`src/rtl/lock_pkg.sv`:
```
// lock_pkg: shared types and constants for the keypad lock controller.
//   state_t    - controller FSM states
//   key_in_t   - bundled keypad/command inputs sampled each cycle
//   max2()     - helper used to size the dwell timer
package lock_pkg;

    localparam int CODE_W     = 16;
    localparam int DIGIT_W    = 4;
    localparam int NUM_DIGITS = 4;
    localparam int CNT_W      = 3;

    typedef enum logic [2:0] {
        ENTRY,
        VERIFY,
        OPEN,
        LOCKOUT,
        PROG
    } state_t;

    typedef struct packed {
        logic               key_valid;
        logic [DIGIT_W-1:0] key_val;
        logic               enter;
        logic               clear;
        logic               prog_req;
    } key_in_t;

    function automatic int max2(input int a, input int b);
        return (a > b) ? a : b;
    endfunction

endpackage

```
`src/rtl/lock_code_cmp.sv`:
```
// lock_code_cmp: equality compare of the entry buffer against the stored code.
//   a, b : CODE_W-bit operands
//   eq   : 1 when a == b
module lock_code_cmp
    import lock_pkg::*;
(
    input  logic [CODE_W-1:0] a,
    input  logic [CODE_W-1:0] b,
    output logic              eq
);

    assign eq = (a == b);

endmodule

```
`src/rtl/lock_ctrl.sv`:
```
// lock_ctrl: keypad code lock with retry lockout and timed unlock.
//   clk, rst          : clock, synchronous active-high reset
//   key_valid/key_val : digit strobe and 4-bit digit
//   enter, clear      : submit entry / discard entry (relocks when open)
//   prog_req          : request code change while open
//   unlocked, alarm   : high in OPEN / LOCKOUT
//   prog_mode         : high in PROG
//   digit_cnt         : digits held in the entry buffer (0..4)
//   fail_cnt          : consecutive failed entries
// Build option: define LOCK_PROG_EN to enable the code-programming mode;
// without it the stored code is the constant DEFAULT_CODE.
module lock_ctrl
    import lock_pkg::*;
#(
    parameter int                MAX_TRIES      = 3,
    parameter int                UNLOCK_CYCLES  = 500,
    parameter int                LOCKOUT_CYCLES = 1000,
    parameter logic [CODE_W-1:0] DEFAULT_CODE   = 16'h1234
) (
    input  logic               clk,
    input  logic               rst,
    input  logic               key_valid,
    input  logic [DIGIT_W-1:0] key_val,
    input  logic               enter,
    input  logic               clear,
    input  logic               prog_req,
    output logic               unlocked,
    output logic               alarm,
    output logic               prog_mode,
    output logic [CNT_W-1:0]   digit_cnt,
    output logic [CNT_W-1:0]   fail_cnt
);

    localparam int             TMAX   = max2(UNLOCK_CYCLES, LOCKOUT_CYCLES);
    localparam int             TW     = $clog2(TMAX + 1);
    localparam logic [TW-1:0]  U_LAST = TW'(UNLOCK_CYCLES - 1);
    localparam logic [TW-1:0]  L_LAST = TW'(LOCKOUT_CYCLES - 1);
    localparam logic [TW-1:0]  T_SAT  = TW'(TMAX);

    key_in_t             kin;
    state_t              state, state_n;
    logic [CODE_W-1:0]   entry_buf, buf_n;
    logic [CODE_W-1:0]   code;
    logic [CNT_W-1:0]    cnt_n, fail_n, fail_inc;
    logic [TW-1:0]       timer, timer_n;
    logic                code_eq;
    logic                buf_full;

    assign kin      = {key_valid, key_val, enter, clear, prog_req};
    assign buf_full = (digit_cnt == CNT_W'(NUM_DIGITS));
    assign fail_inc = fail_cnt + CNT_W'(1);

    lock_code_cmp u_cmp (
        .a  (entry_buf),
        .b  (code),
        .eq (code_eq)
    );

`ifdef LOCK_PROG_EN
    logic [CODE_W-1:0] code_n;
    logic              prog_ok;
    assign prog_ok = kin.prog_req;
`else
    logic              prog_ok;
    logic              prog_unused;
    assign prog_ok     = 1'b0;
    assign prog_unused = kin.prog_req;
    assign code        = DEFAULT_CODE;
    assign prog_mode   = 1'b0;
`endif

    always_comb begin
        state_n = state;
        buf_n   = entry_buf;
        cnt_n   = digit_cnt;
        fail_n  = fail_cnt;
`ifdef LOCK_PROG_EN
        code_n  = code;
`endif
        case (state)
            ENTRY: begin
                if (kin.clear) begin
                    buf_n = '0;
                    cnt_n = '0;
                end else if (kin.enter) begin
                    state_n = VERIFY;
                end else if (kin.key_valid && !buf_full) begin
                    buf_n = {entry_buf[CODE_W-DIGIT_W-1:0], kin.key_val};
                    cnt_n = digit_cnt + CNT_W'(1);
                end
            end
            VERIFY: begin
                // a short entry never matches, even if its value happens to
                buf_n = '0;
                cnt_n = '0;
                if (code_eq && buf_full) begin
                    state_n = OPEN;
                    fail_n  = '0;
                end else begin
                    fail_n  = fail_inc;
                    state_n = (fail_inc == CNT_W'(MAX_TRIES)) ? LOCKOUT : ENTRY;
                end
            end
            OPEN: begin
                if (kin.clear) begin
                    state_n = ENTRY;
                end else if (prog_ok) begin
                    state_n = PROG;
                    buf_n   = '0;
                    cnt_n   = '0;
                end else if (timer == U_LAST) begin
                    state_n = ENTRY;
                end
            end
            LOCKOUT: begin
                if (timer == L_LAST) begin
                    state_n = ENTRY;
                    fail_n  = '0;
                end
            end
            PROG: begin
                if (kin.clear) begin
                    state_n = ENTRY;
                    buf_n   = '0;
                    cnt_n   = '0;
                end else if (kin.enter) begin
`ifdef LOCK_PROG_EN
                    if (buf_full) code_n = entry_buf;
`endif
                    state_n = ENTRY;
                    buf_n   = '0;
                    cnt_n   = '0;
                end else if (kin.key_valid && !buf_full) begin
                    buf_n = {entry_buf[CODE_W-DIGIT_W-1:0], kin.key_val};
                    cnt_n = digit_cnt + CNT_W'(1);
                end
            end
            default: begin
                state_n = ENTRY;
                buf_n   = '0;
                cnt_n   = '0;
            end
        endcase
    end

    // dwell timer restarts on every state change and saturates instead of wrapping
    always_comb begin
        timer_n = timer;
        if (state_n != state)  timer_n = '0;
        else if (timer != T_SAT) timer_n = timer + TW'(1);
    end

    always_ff @(posedge clk) begin
        if (rst) begin
            state     <= ENTRY;
            entry_buf <= '0;
            digit_cnt <= '0;
            fail_cnt  <= '0;
            timer     <= '0;
            unlocked  <= 1'b0;
            alarm     <= 1'b0;
        end else begin
            state     <= state_n;
            entry_buf <= buf_n;
            digit_cnt <= cnt_n;
            fail_cnt  <= fail_n;
            timer     <= timer_n;
            unlocked  <= (state_n == OPEN);
            alarm     <= (state_n == LOCKOUT);
        end
    end

`ifdef LOCK_PROG_EN
    always_ff @(posedge clk) begin
        if (rst) begin
            code      <= DEFAULT_CODE;
            prog_mode <= 1'b0;
        end else begin
            code      <= code_n;
            prog_mode <= (state_n == PROG);
        end
    end
`endif

endmodule

```
`config.mk`:
```
export PLATFORM = sky130hd
export DESIGN_NAME = lock_ctrl
export DESIGN_NICKNAME = d
export VERILOG_FILES = /design/src/rtl/lock_pkg.sv /design/src/rtl/lock_code_cmp.sv /design/src/rtl/lock_ctrl.sv
export SDC_FILE = /design/constraint.sdc
export NUM_CORES = 1
export LEC_CHECK = 0
export BUFFER_PORTS_ARGS = -buffer_cell sky130_fd_sc_hd__clkbuf_2
export CAP_MARGIN = 15
export CORE_UTILIZATION = 57
export CTS_BUF_LIST = sky130_fd_sc_hd__clkbuf_8
export DETAILED_ROUTE_END_ITERATION = 10
export PLACE_DENSITY_LB_ADDON = 0.12
export SLEW_MARGIN = 20
export SYNTH_ARGS = -nofsm -noshare
export SYNTH_HDL_FRONTEND = slang
export SYNTH_SLANG_ARGS = --single-unit
```
`constraint.sdc`:
```
create_clock -name clk -period 6.1 [get_ports clk]
set_input_delay 0.305 -clock clk [delete_from_list [all_inputs] [get_ports clk]]
set_output_delay 0.305 -clock clk [all_outputs]
set_load 0.01 [all_outputs]
```
* Yosys cells after proc, flatten, opt, wreduce, memory -nomap -nowiden
Cells that the tools add are included.
Operators by class: bitwise operators 1, multiplexer cells 25, equal/unequal tests 15, add/subtract/negate cells 3, reductions and logical operators 9
Operators by type and width (count):
- two-way mux 16 bit | 5
- case mux 16 bit (3 select lines) | 1
- two-way mux 3 bit | 14
- equality test 16 x 13 -> 1 bit (second input constant) | 1
- equality test 3 x 2 -> 1 bit (second input constant) | 5
- case mux 3 bit (5 select lines) | 1
- adder 10 x 1 -> 10 bit (second input constant) | 1
- equality test 10 bit (second input constant) | 1
- equality test 10 x 9 -> 1 bit (second input constant) | 1
- != test 10 bit (second input constant) | 1
- case mux 3 bit (3 select lines) | 1
- adder 3 x 1 -> 3 bit (second input constant) | 2
- equality test 3 bit (second input constant) | 2
- case mux 3 bit (2 select lines) | 1
- two-way mux 2 bit | 2
- AND reduction 2 bit | 2
- OR reduction 2 bit | 2
- equality test 3 x 1 -> 1 bit (second input constant) | 1
- zero test 3 bit | 1
- != test 3 bit | 1
- != test 3 bit (second input constant) | 1
- logical AND 1 bit | 2
- != test 2 bit (second input constant) | 1
- nonzero test 2 bit | 1
- 2 further kinds | 2
Storage, ports and cells: flip-flop bits (word level) 37, input bits 10

* Depth between registers and ports, before layout
Gate-level depths: netlist (run 1).
word-level depth 7, mapped depth 8, gate-level depth less buffers 7

* Cells and area by module
From an unflattened synthesis (run 1), not the netlist that was laid out.
Unflattened totals: cell total of the unflattened synthesis 235, area, all modules 1960.6 sq um
Modules (own cells, without submodules):
- lock_ctrl | area each 1783.0 sq um, instances 1, seq. area each 740.7 sq um, cells an instance 214
- lock_code_cmp | area each 177.7 sq um, instances 1, seq. area each 0.0 sq um, cells an instance 21

* Worst setup path after synthesis (run 1)
No wires, ideal clock.
path type register to register, from register digit_cnt[0], to register timer[0], setup slack 4.052 ns, library setup time 0.167 ns, arrival 1.881 ns, period minus slack after synthesis 2.048 ns, stages on the path, launching flop included 8, buffers on the path 0, path through dfxtp_1 > inv_1 > ha_1 > nand2_1 > nor4_1 > a21boi_0 > a211oi_1 > a211oi_1
Between the ends: longest elaborated chain between the ends 6
Ends and longest elaborated chain:
- start, declared | RTL line lock_ctrl.sv:30 | output logic [CNT_W-1:0] digit_cnt,
- start signal, assigned | RTL line lock_ctrl.sv:165 | digit_cnt <= cnt_n;
- equality test 3 bit | RTL line lock_ctrl.sv:50 | assign buf_full = (digit_cnt == CNT_W'(NUM_DIGITS));
- logical AND 1 bit | RTL line lock_ctrl.sv:96 | if (code_eq && buf_full) begin
- two-way mux 2 bit | RTL line lock_ctrl.sv:96
- case mux 3 bit (5 select lines) | RTL line lock_ctrl.sv:80 | case (state)
- != test 3 bit | RTL line lock_ctrl.sv:149 | if (state_n != state) timer_n = '0;
- OR reduction 2 bit (no line)
- end signal, assigned | RTL line lock_ctrl.sv:167 | timer <= timer_n;
- end, declared | RTL line lock_ctrl.sv:45 | logic [TW-1:0] timer, timer_n;
No other way between the ends. A chain may end at the register's enable or synchronous reset.

* Worst setup path after layout (run 1)
from register timer[0], to register timer[7]
Between the ends: longest elaborated chain between the ends 6, elaborated cells on any way between the ends 10, those cells by class add/sub (1); eq/ne (4); mux (4); reduce/logical (1)
Ends and longest elaborated chain:
- equality test 10 x 9 -> 1 bit | RTL line lock_ctrl.sv:111 | end else if (timer == U_LAST) begin
- two-way mux 3 bit | RTL line lock_ctrl.sv:111
- two-way mux 3 bit | RTL line lock_ctrl.sv:105 | if (kin.clear) begin
- case mux 3 bit (5 select lines) | RTL line lock_ctrl.sv:80
- != test 3 bit | RTL line lock_ctrl.sv:149
- OR reduction 2 bit (no line)
Several ways; a longest one is shown, not always the timed one.

==> results of run 1 <==
[critical path: stages (launching register included)]
cell	delay [ns]
dfxtp_1	0.40
ha_1	0.29
and4b_1	0.25
a311oi_1	0.14
a311o_1	0.34
o21ai_1	0.64
a211oi_1	0.18
[cells by family (layout without fill, tap and decap cells)]
group                      after synthesis  in the layout  share of synthesized area, %
buffers and inverters                   17             33                          4.05
adders and majority gates                6              6                          4.34
and+or+nand+nor                         92             92                          26.7
DFF                                     37             37                          42.8
xor gates and xnor gates                 9              9                          4.55
AOI/OAI and AO/OA                       44             44                          16.8
muxes                                    1              1                         0.578
other                                    1              1                         0.217
[power by group through the flow]
| stage | Sequential [W] | Combinational, W | Clock (W) |
|---|---|---|---|
| 6_report | 0.000248 | 0.0000314 | 0.000173 |
| 5_1_grt | 0.000249 | 0.0000357 | 0.000186 |
| 4_1_cts | 0.000248 | 0.0000313 | 0.000177 |
| 3_5_place_dp | 0.000254 | 0.0000312 | 0 |
| 3_3_place_gp | 0.000254 | 0.0000302 | 0 |
| 2_1_floorplan | 0.000254 | 0.0000227 | 0 |
[through the flow]
step	cell area (sq um)	power [W]	util, %
global placement	1820	0.000284	64.4
CTS	1910	0.000457	67.6
finish	1910	0.000453	67.6
detailed placement	1820	0.000285	64.4
floorplan	1730	0.000276	-
global route	1910	0.000471	67.6
[area by class of cell]
cell class	count	area (sq um)	share of cell area, %
multi-input cells	153	921	48.2
flip-flops and latches	37	741	38.7
repair buffers	17	87.6	4.58
clock buffers	6	82.6	4.32
well taps	31	38.8	2.03
inverters	9	33.8	1.77
clock inverters	1	7.51	0.393
[flip-flops by register name (all words and copies together), names as in the netlist]
register / count
alarm: 1
digit_cnt: 3
entry_buf: 16
fail_cnt: 3
state: 3
timer: 10
unlocked: 1
[synth_stat cells]
cell type,instances,area [sq um]
a311oi_1,3,26.3
o21ai_1,1,5.00
nand2_1,42,158
nor4bb_1,2,20.0
nand4b_1,2,17.5
ha_1,6,75.1
a311o_1,1,10.0
buf_4,1,7.51
mux2i_1,1,10.0
dfxtp_1,37,741
and3_1,2,12.5
nor4_1,2,12.5
nor2_1,15,56.3
or3_1,1,6.26
inv_1,9,33.8
a21boi_0,2,15.0
a211oi_1,10,75.1
nand2b_1,3,18.8
o21ai_0,2,10.0
nor3b_1,2,15.0
nand3_1,6,30.0
a22oi_1,1,7.51
xnor2_1,4,35.0
conb_1,1,3.75
a31oi_1,1,6.26
nand4_1,3,18.8
and4b_1,3,30.0
a21oi_1,19,95.1
buf_2,2,10.0
o21bai_1,1,7.51
nor2b_1,4,25.0
a221oi_2,1,15.0
clkbuf_1,4,15.0
nand3b_1,1,7.51
and4_1,2,17.5
nor4b_1,2,17.5
xor2_1,5,43.8
buf_1,1,3.75
a211o_1,2,17.5
[layout by cell type, fill, tap and decap left out, drive strengths merged, types with 4 or more instances in the layout]
cell type	count
nand2	42
dfxtp	37
clkbuf	22
a21oi	19
nor2	15
a211oi	10
inv	9
nand3	6
ha	6
xor2	5
xnor2	4
nor2b	4
[layer usage]
layer  up-vias  share of wire (%)  GRT usage, %
met5         -                  0             0
li1        756                  -             -
met1       693                 47          30.0
met3         4                4.5          7.03
met4         0                1.1          14.6
met2        38                 47          36.5
[worst min path at each step]
stage                                  to                  startpoint  slack (ns)
6_report        entry_buf[3]$_SDFFE_PP0P_                  key_val[3]        0.23
5_1_grt         entry_buf[3]$_SDFFE_PP0P_                  key_val[3]        0.24
4_1_cts         entry_buf[3]$_SDFFE_PP0P_                  key_val[3]        0.23
3_5_place_dp   entry_buf[12]$_SDFFE_PP0P_  entry_buf[12]$_SDFFE_PP0P_        0.45
3_3_place_gp   entry_buf[12]$_SDFFE_PP0P_  entry_buf[12]$_SDFFE_PP0P_        0.44
2_1_floorplan  entry_buf[12]$_SDFFE_PP0P_  entry_buf[12]$_SDFFE_PP0P_        0.43
==> results by group, run 1 <==
Status
  • Status: finished with violations
  • Failing checks: design-rule violations

Synthesis
  • Mapped Cells: 207
  • Syn_nets: 223
  • Mean Syn Cell Area: 8.37 sq um
  • Synthesized cell area: 0.00173 sq mm
  • Ys Warns: 0
  • #FFs+latches synth: 37
  • Seq/Total Area, Yosys: 42.8%
  • Synth cell types: 39

Place
  • GPL Wtd Cong: 0.828
  • Port Buffers: 16
  • Placed Instances: 247
  • DP HPWL: 2420 microns
  • Place WS: 3.75 ns

Drt
  • Initial DRC count: 66
  • Vias/cell: 5.87
  • Drt wl/cell: 13.7 microns
  • Post-Route WL: 3480 microns
  • Vias post-DR: 1491
  • DRC viols: 4
  • Remaining antenna violation count after routing: 0
  • First-pass DRT Iterations: 8

Power and ir drop
  • Internal power: 0.000345 W
  • Peak supply drop: 205 uV
  • Leakage: 0.703 nW
  • Combinational share of power: 6.9%
  • Sequential power share: 54.9%
  • P_sw: 0.000108 W
  • Pwr per Cell Area: 237 mW/mm^2
  • Sw Ratio: 23.8%
  • Clock Power Share: 38.2%

STA
  • Post-route worst setup slack: 3.70 ns
  • Post-route setup TNS: 0 ns
  • Final hold vios: 0
  • Hold WS: 0.233 ns
  • Slew Viols, Final: 0
  • FMAX: 417 MHz
  • RSZ-0062 raised after global routing: no
  • Tcrit/Tclk final: 39.3%
  • Slew HR: 46.2%
  • Final Skew: 0.00788 ns
  • Final worst path period need: 2.40 ns
  • Slew @ Worst Pin: 0.802 ns
  • Setup-failing EPs final: 0

Die
  • Initial Util: 61.2%
  • # rows: 19
  • Die Width: 57.1 microns
  • Die Span Y: 57.1 microns
  • Die area: 0.00326 sq mm
  • Core footprint: 0.00283 sq mm
  • # IOs: 19

Worst setup path
  • Reg2reg end: timer[7]$_SDFFE_PP0P_
  • FF-to-FF path depth: 6
  • CP endpoint kind: flip-flop
  • Worst Setup SP: timer[0]$_SDFFE_PP0P_
  • Worst setup endpoint: timer[7]$_SDFFE_PP0P_
  • WS Path Type: flip-flop to flip-flop
  • Crit-path max FO: 10
  • Element type at the critical path start: flip-flop
  • Worst path required time: 6.24 ns
  • Critical Path AT: 2.54 ns
  • Flop2flop setup slack: 3.70 ns
  • Reg-to-Reg Start: timer[0]$_SDFFE_PP0P_

Global routing
  • Initial antenna violation count: 0
  • First-pass GRT wire length: 5910 microns
  • Vias in the first global route: 1339
  • GRT Overall Usage: 24.0%
  • Total gr overflow: 0
  • Largest net degree at the start of global routing: 19

CTS
  • Sinks on Clock Net: 37
  • Clock Tree Buf Depth: 2
  • H-tree Lvls: 2
  • Total CTS buffers: 5
  • Hold buffers post-CTS: 0
  • Post-CTS setup buffer count: 0
  • CTS resizes: 0
  • Worst-Skew Late Latency: 0.29 ns
  • CTS clk-pin slew, worst paths: 0.07 ns
  • CTS tree: done
  • CTS root buffer: clkbuf_8

Final layout
  • Antenna Cells: 0
  • Syn-to-layout area delta: 10.4%
  • Fillers: 244
  • Layout cells sized above 1: 11.2%
  • Layout Nets: 239
  • Non-filler cells, final: 254

Min path
  • Worst Hold Class: primary input to flip-flop
  • Hold Path Stages: 3

Run
  • Maxcap violations: 0
Power figures use the tool's default switching activity.
==> inputs of run 2 (changes only) <==
- ABC_AREA: default -> 1
- clock period: 6.1 -> 2.4 ns (I/O delays scaled with it)
==> run 2 against run 1 <==
- the flow now finishes without violations
- utilization decreased by 1.9 points
- largest cell class unchanged
- sequential share of layout area decreased by 1.5 points
- via count fell by 2.0%
- die area is 4.2% higher
- clock-buffer cell count did not move
==> results by group, run 2 <==
Synthesis
  • Seq/Total Area, Yosys: 41.0% (-1.8 points)
  • Synth Area in XOR/XNOR: 5.33% (+0.78 points)
  • Post-synthesis compound-gate area fraction: 11.4% (-5.3 points)
  • Adder-Cell Fraction of Synth Area: 4.16% (-0.18 points)
  • Mux contribution to synthesized area: 0% (-0.58 points)
  • Dominant synthesized flop cell: dfxtp_1
  • Cells taking the most area after synthesis: dfxtp_1 41%, nor2_1 7.7%, nand2_1 6.2%
  • Mean Syn Cell Area: 7.62 sq um (-8.9%)
  • Synth cell types: 32 (-18%)
  • Synthesized cell area: 0.00181 sq mm (+4.3%)
  • Post-synth top area share: 41.0% (-1.8 points)
  • Ys Warns: 0 (unchanged)
  • Post-synth EDFFs: 0 (unchanged)
  • Post-synth top cells: 37 x dfxtp_1, 37 x nor2_1, 30 x nand2_1
  • Syn_nets: 253 (+13%)
  • Mapped Cells: 237 (+14%)
  • Async S/R FF share, synth: 0% (unchanged)
  • #FFs+latches synth: 37 (unchanged)
  • Simple-Gate Fraction of Synth Area: 29.2% (+2.4 points)
  • Largest family of logic cells by synthesized area: simple AND/OR/NAND/NOR gates
  • Yosys top cell by area: dfxtp_1

CTS
  • Post-CTS setup buffer count: 0 (unchanged)
  • CTS resizes: 0 (unchanged)
  • CTS clk-pin slew, worst paths: 0.07 ns (about the same)
  • Sinks on Clock Net: 37 (unchanged)
  • CTS tree: done
  • Hold buffers post-CTS: 0 (unchanged)
  • H-tree Lvls: 2 (unchanged)
  • Worst-Skew Late Latency: 0.28 ns (about the same)
  • Total CTS buffers: 5 (unchanged)
  • CTS root buffer: clkbuf_8
  • Clock Tree Buf Depth: 2 (unchanged)

STA
  • Final hold vios: 0 (unchanged)
  • Post-route setup TNS: 0 ns (unchanged)
  • Slew Viols, Final: 0 (unchanged)
  • RSZ-0062 raised after global routing: no
  • FMAX: 575 MHz (+38%)
  • Post-route worst setup slack: 0.662 ns (-3.04 ns)
  • Final Skew: 0.00256 ns (-0.00533 ns)
  • Final worst path period need: 1.74 ns (-0.661 ns)
  • Tcrit/Tclk final: 72.4% (+33 points)
  • Setup-failing EPs final: 0 (unchanged)

Final layout
  • Antenna Cells: 0 (unchanged)
  • Syn-to-layout area delta: 10.1%
  • Largest reg by FF count: entry_buf
  • Top flop regs: entry_buf: 16 flops, timer: 10 flops
  • Layout Nets: 271 (+13%)
  • Most frequent cells in the layout: 37 x nor2_1, 37 x dfxtp_1, 30 x nand2_1
  • Max FFs per register: 16 (unchanged)
  • Layout cells sized above 1: 18.8% (+7.6 points)

Global routing
  • Total gr overflow: 0 (unchanged)
  • Vias in the first global route: 1230 (-8.1%)
  • Largest net degree at the start of global routing: 20 (+1)
  • Initial antenna violation count: 0 (unchanged)
  • First-pass GRT wire length: 5000 microns (-15%)
  • GRT Overall Usage: 19.2% (-4.8 points)

Worst setup path
  • CP endpoint kind: flip-flop
  • WS Path Type: flip-flop to flip-flop
  • Crit-path max FO: 10 (unchanged)
  • Worst path required time: 2.62 ns (-3.62 ns)
  • FF-to-FF path depth: 13 (+7)
  • Most frequent CP cell: nand2_1
  • Crit-path slowest cell: dfxtp_1
  • Crit path largest cell delay: 0.35 ns (-0.29 ns)
  • Critical Path AT: 1.96 ns (-0.58 ns)
  • Worst-path cell chain: inv_1 > ha_1 > nand2_1 > inv_1 > nand3_1 > nor2_1 > nand2_1 > nand2_1 > nand3_1 > nand2_1 > nor2_2 > nand2_4 > nor2_2
  • Element type at the critical path start: flip-flop

Power and ir drop
  • Sw Ratio: 24.3% (+0.57 points)
  • Pwr per Cell Area: 596 mW/mm^2 (+150%)
  • Internal power: 0.000897 W (+160%)
  • P_sw: 0.000288 W (+170%)
  • Combinational share of power: 9.7% (+2.8 points)
  • Leakage: 0.832 nW (+18%)
  • Clock Power Share: 35.6% (-2.6 points)
  • Sequential power share: 54.7% (-0.2 points)
  • Peak supply drop: 403 uV (+97%)

Die
  • Die Width: 58.3 microns (+2.1%)
  • # rows: 20 (+1)
  • Die area: 0.00340 sq mm (+4.2%)
  • Die Span Y: 58.3 microns (+2.1%)
  • Initial Util: 59.7% (-1.5 points)
  • Core footprint: 0.00303 sq mm (+7.0%)
  • # IOs: 19 (unchanged)

Run
  • Maxcap violations: 0 (unchanged)

Drt
  • Vias post-DR: 1461 (-2.0%)
  • Drt wl/cell: 10.2 microns (-25%)
  • Initial DRC count: 51 (-23%)
  • First-pass DRT Iterations: 4 (-4)
  • Remaining antenna violation count after routing: 0 (unchanged)
  • DRC viols: 0 (-4)
  • Post-Route WL: 3050 microns (-12%)
  • Vias/cell: 4.89 (-17%)

Place
  • GPL Wtd Cong: 0.834 (+0.72%)
  • Place WS: 0.652 ns (-3.10 ns)
  • Port Buffers: 16 (unchanged)
  • DP HPWL: 2230 microns (-7.8%)

Status
  • Status: finished clean

Min path
  • Hold Path Stages: 3 (unchanged)
  • Worst Hold Class: primary input to flip-flop
[run 2: cell types whose count changed after synthesis, sizes merged, moves of 6 or more]
cell / delta
inv: +22
o21ai: +14
nand3: +12
nor2: +37
a21oi: -7
nand2: -11
a211oi: -6
[run 2: power by group through the flow]
stage / registers [W] / clock network, W / logic (W)
global placement: 0.000661 / 0 / 0.000114
detailed placement: 0.000662 / 0 / 0.000116
global route: 0.000649 / 0.000462 / 0.000132
CTS: 0.000648 / 0.000440 / 0.000116
finish: 0.000648 / 0.000422 / 0.000115
floorplan: 0.000660 / 0 / 0.0000937
[run 2: logic make-up (layout without fill, tap and decap cells)]
logic type | Yosys count | count (layout)
buffers and inverters | 36 | 54
and+or+nand+nor | 110 | 110
adders and majority gates | 6 | 6
DFF | 37 | 37
xor gates and xnor gates | 11 | 11
AOI/OAI and AO/OA | 36 | 36
other | 1 | 1
[run 2: worst max-delay path, delay by kind of cell, from the launching register on]
kind | cells | cell delay (ns)
buffers and inverters | 2 | 0.12
DFF | 1 | 0.35
adders and majority gates | 1 | 0.19
and+or+nand+nor | 10 | 1.01
[run 2: path summary, 6_finish.rpt]
kind	start	end	slack (ns)
max	digit_cnt[0]$_SDFFE_PP0P_	timer[6]$_SDFFE_PP0P_	0.66
min	key_val[1]	entry_buf[1]$_SDFFE_PP0P_	0.06
max reg2reg	digit_cnt[0]$_SDFFE_PP0P_	timer[6]$_SDFFE_PP0P_	0.66
min reg2reg	entry_buf[6]$_SDFFE_PP0P_	entry_buf[10]$_SDFFE_PP0P_	0.48
[run 2: area by class of cell]
cell class              count  area (sq um)
clock buffers               6          82.6
clock inverters             1          3.75
fillers                   290          1040
inverters                  31           119
multi-input cells         164           908
flip-flops and latches     37           741
well taps                  44          55.1
repair buffers             16          80.1
[run 2: through the flow]
| step | power (W) | hold WS (ns) | cells | area (sq um) | utilization, % |
|---|---|---|---|---|---|
| 3_5_place_dp | 0.000777 | 0.353 | 292 | 1900 | 62.9 |
| 4_1_cts | 0.00120 | 0.0612 | 299 | 1990 | 65.7 |
| 5_1_grt | 0.00124 | 0.0635 | 299 | 1990 | 65.7 |
| 3_3_place_gp | 0.000776 | 0.342 | 292 | 1900 | 62.9 |
| 6_report | 0.00119 | 0.0625 | 299 | 1990 | 65.7 |
| 2_1_floorplan | 0.000754 | 0.255 | 237 | 1810 | - |
[run 2: routing by layer]
metal,up-vias,track usage [%],routed length [microns]
li1,789,-,-
met1,646,23.5,1450
met2,22,32.8,1470
met3,4,4.62,95
met4,0,7.14,34
met5,-,0,0
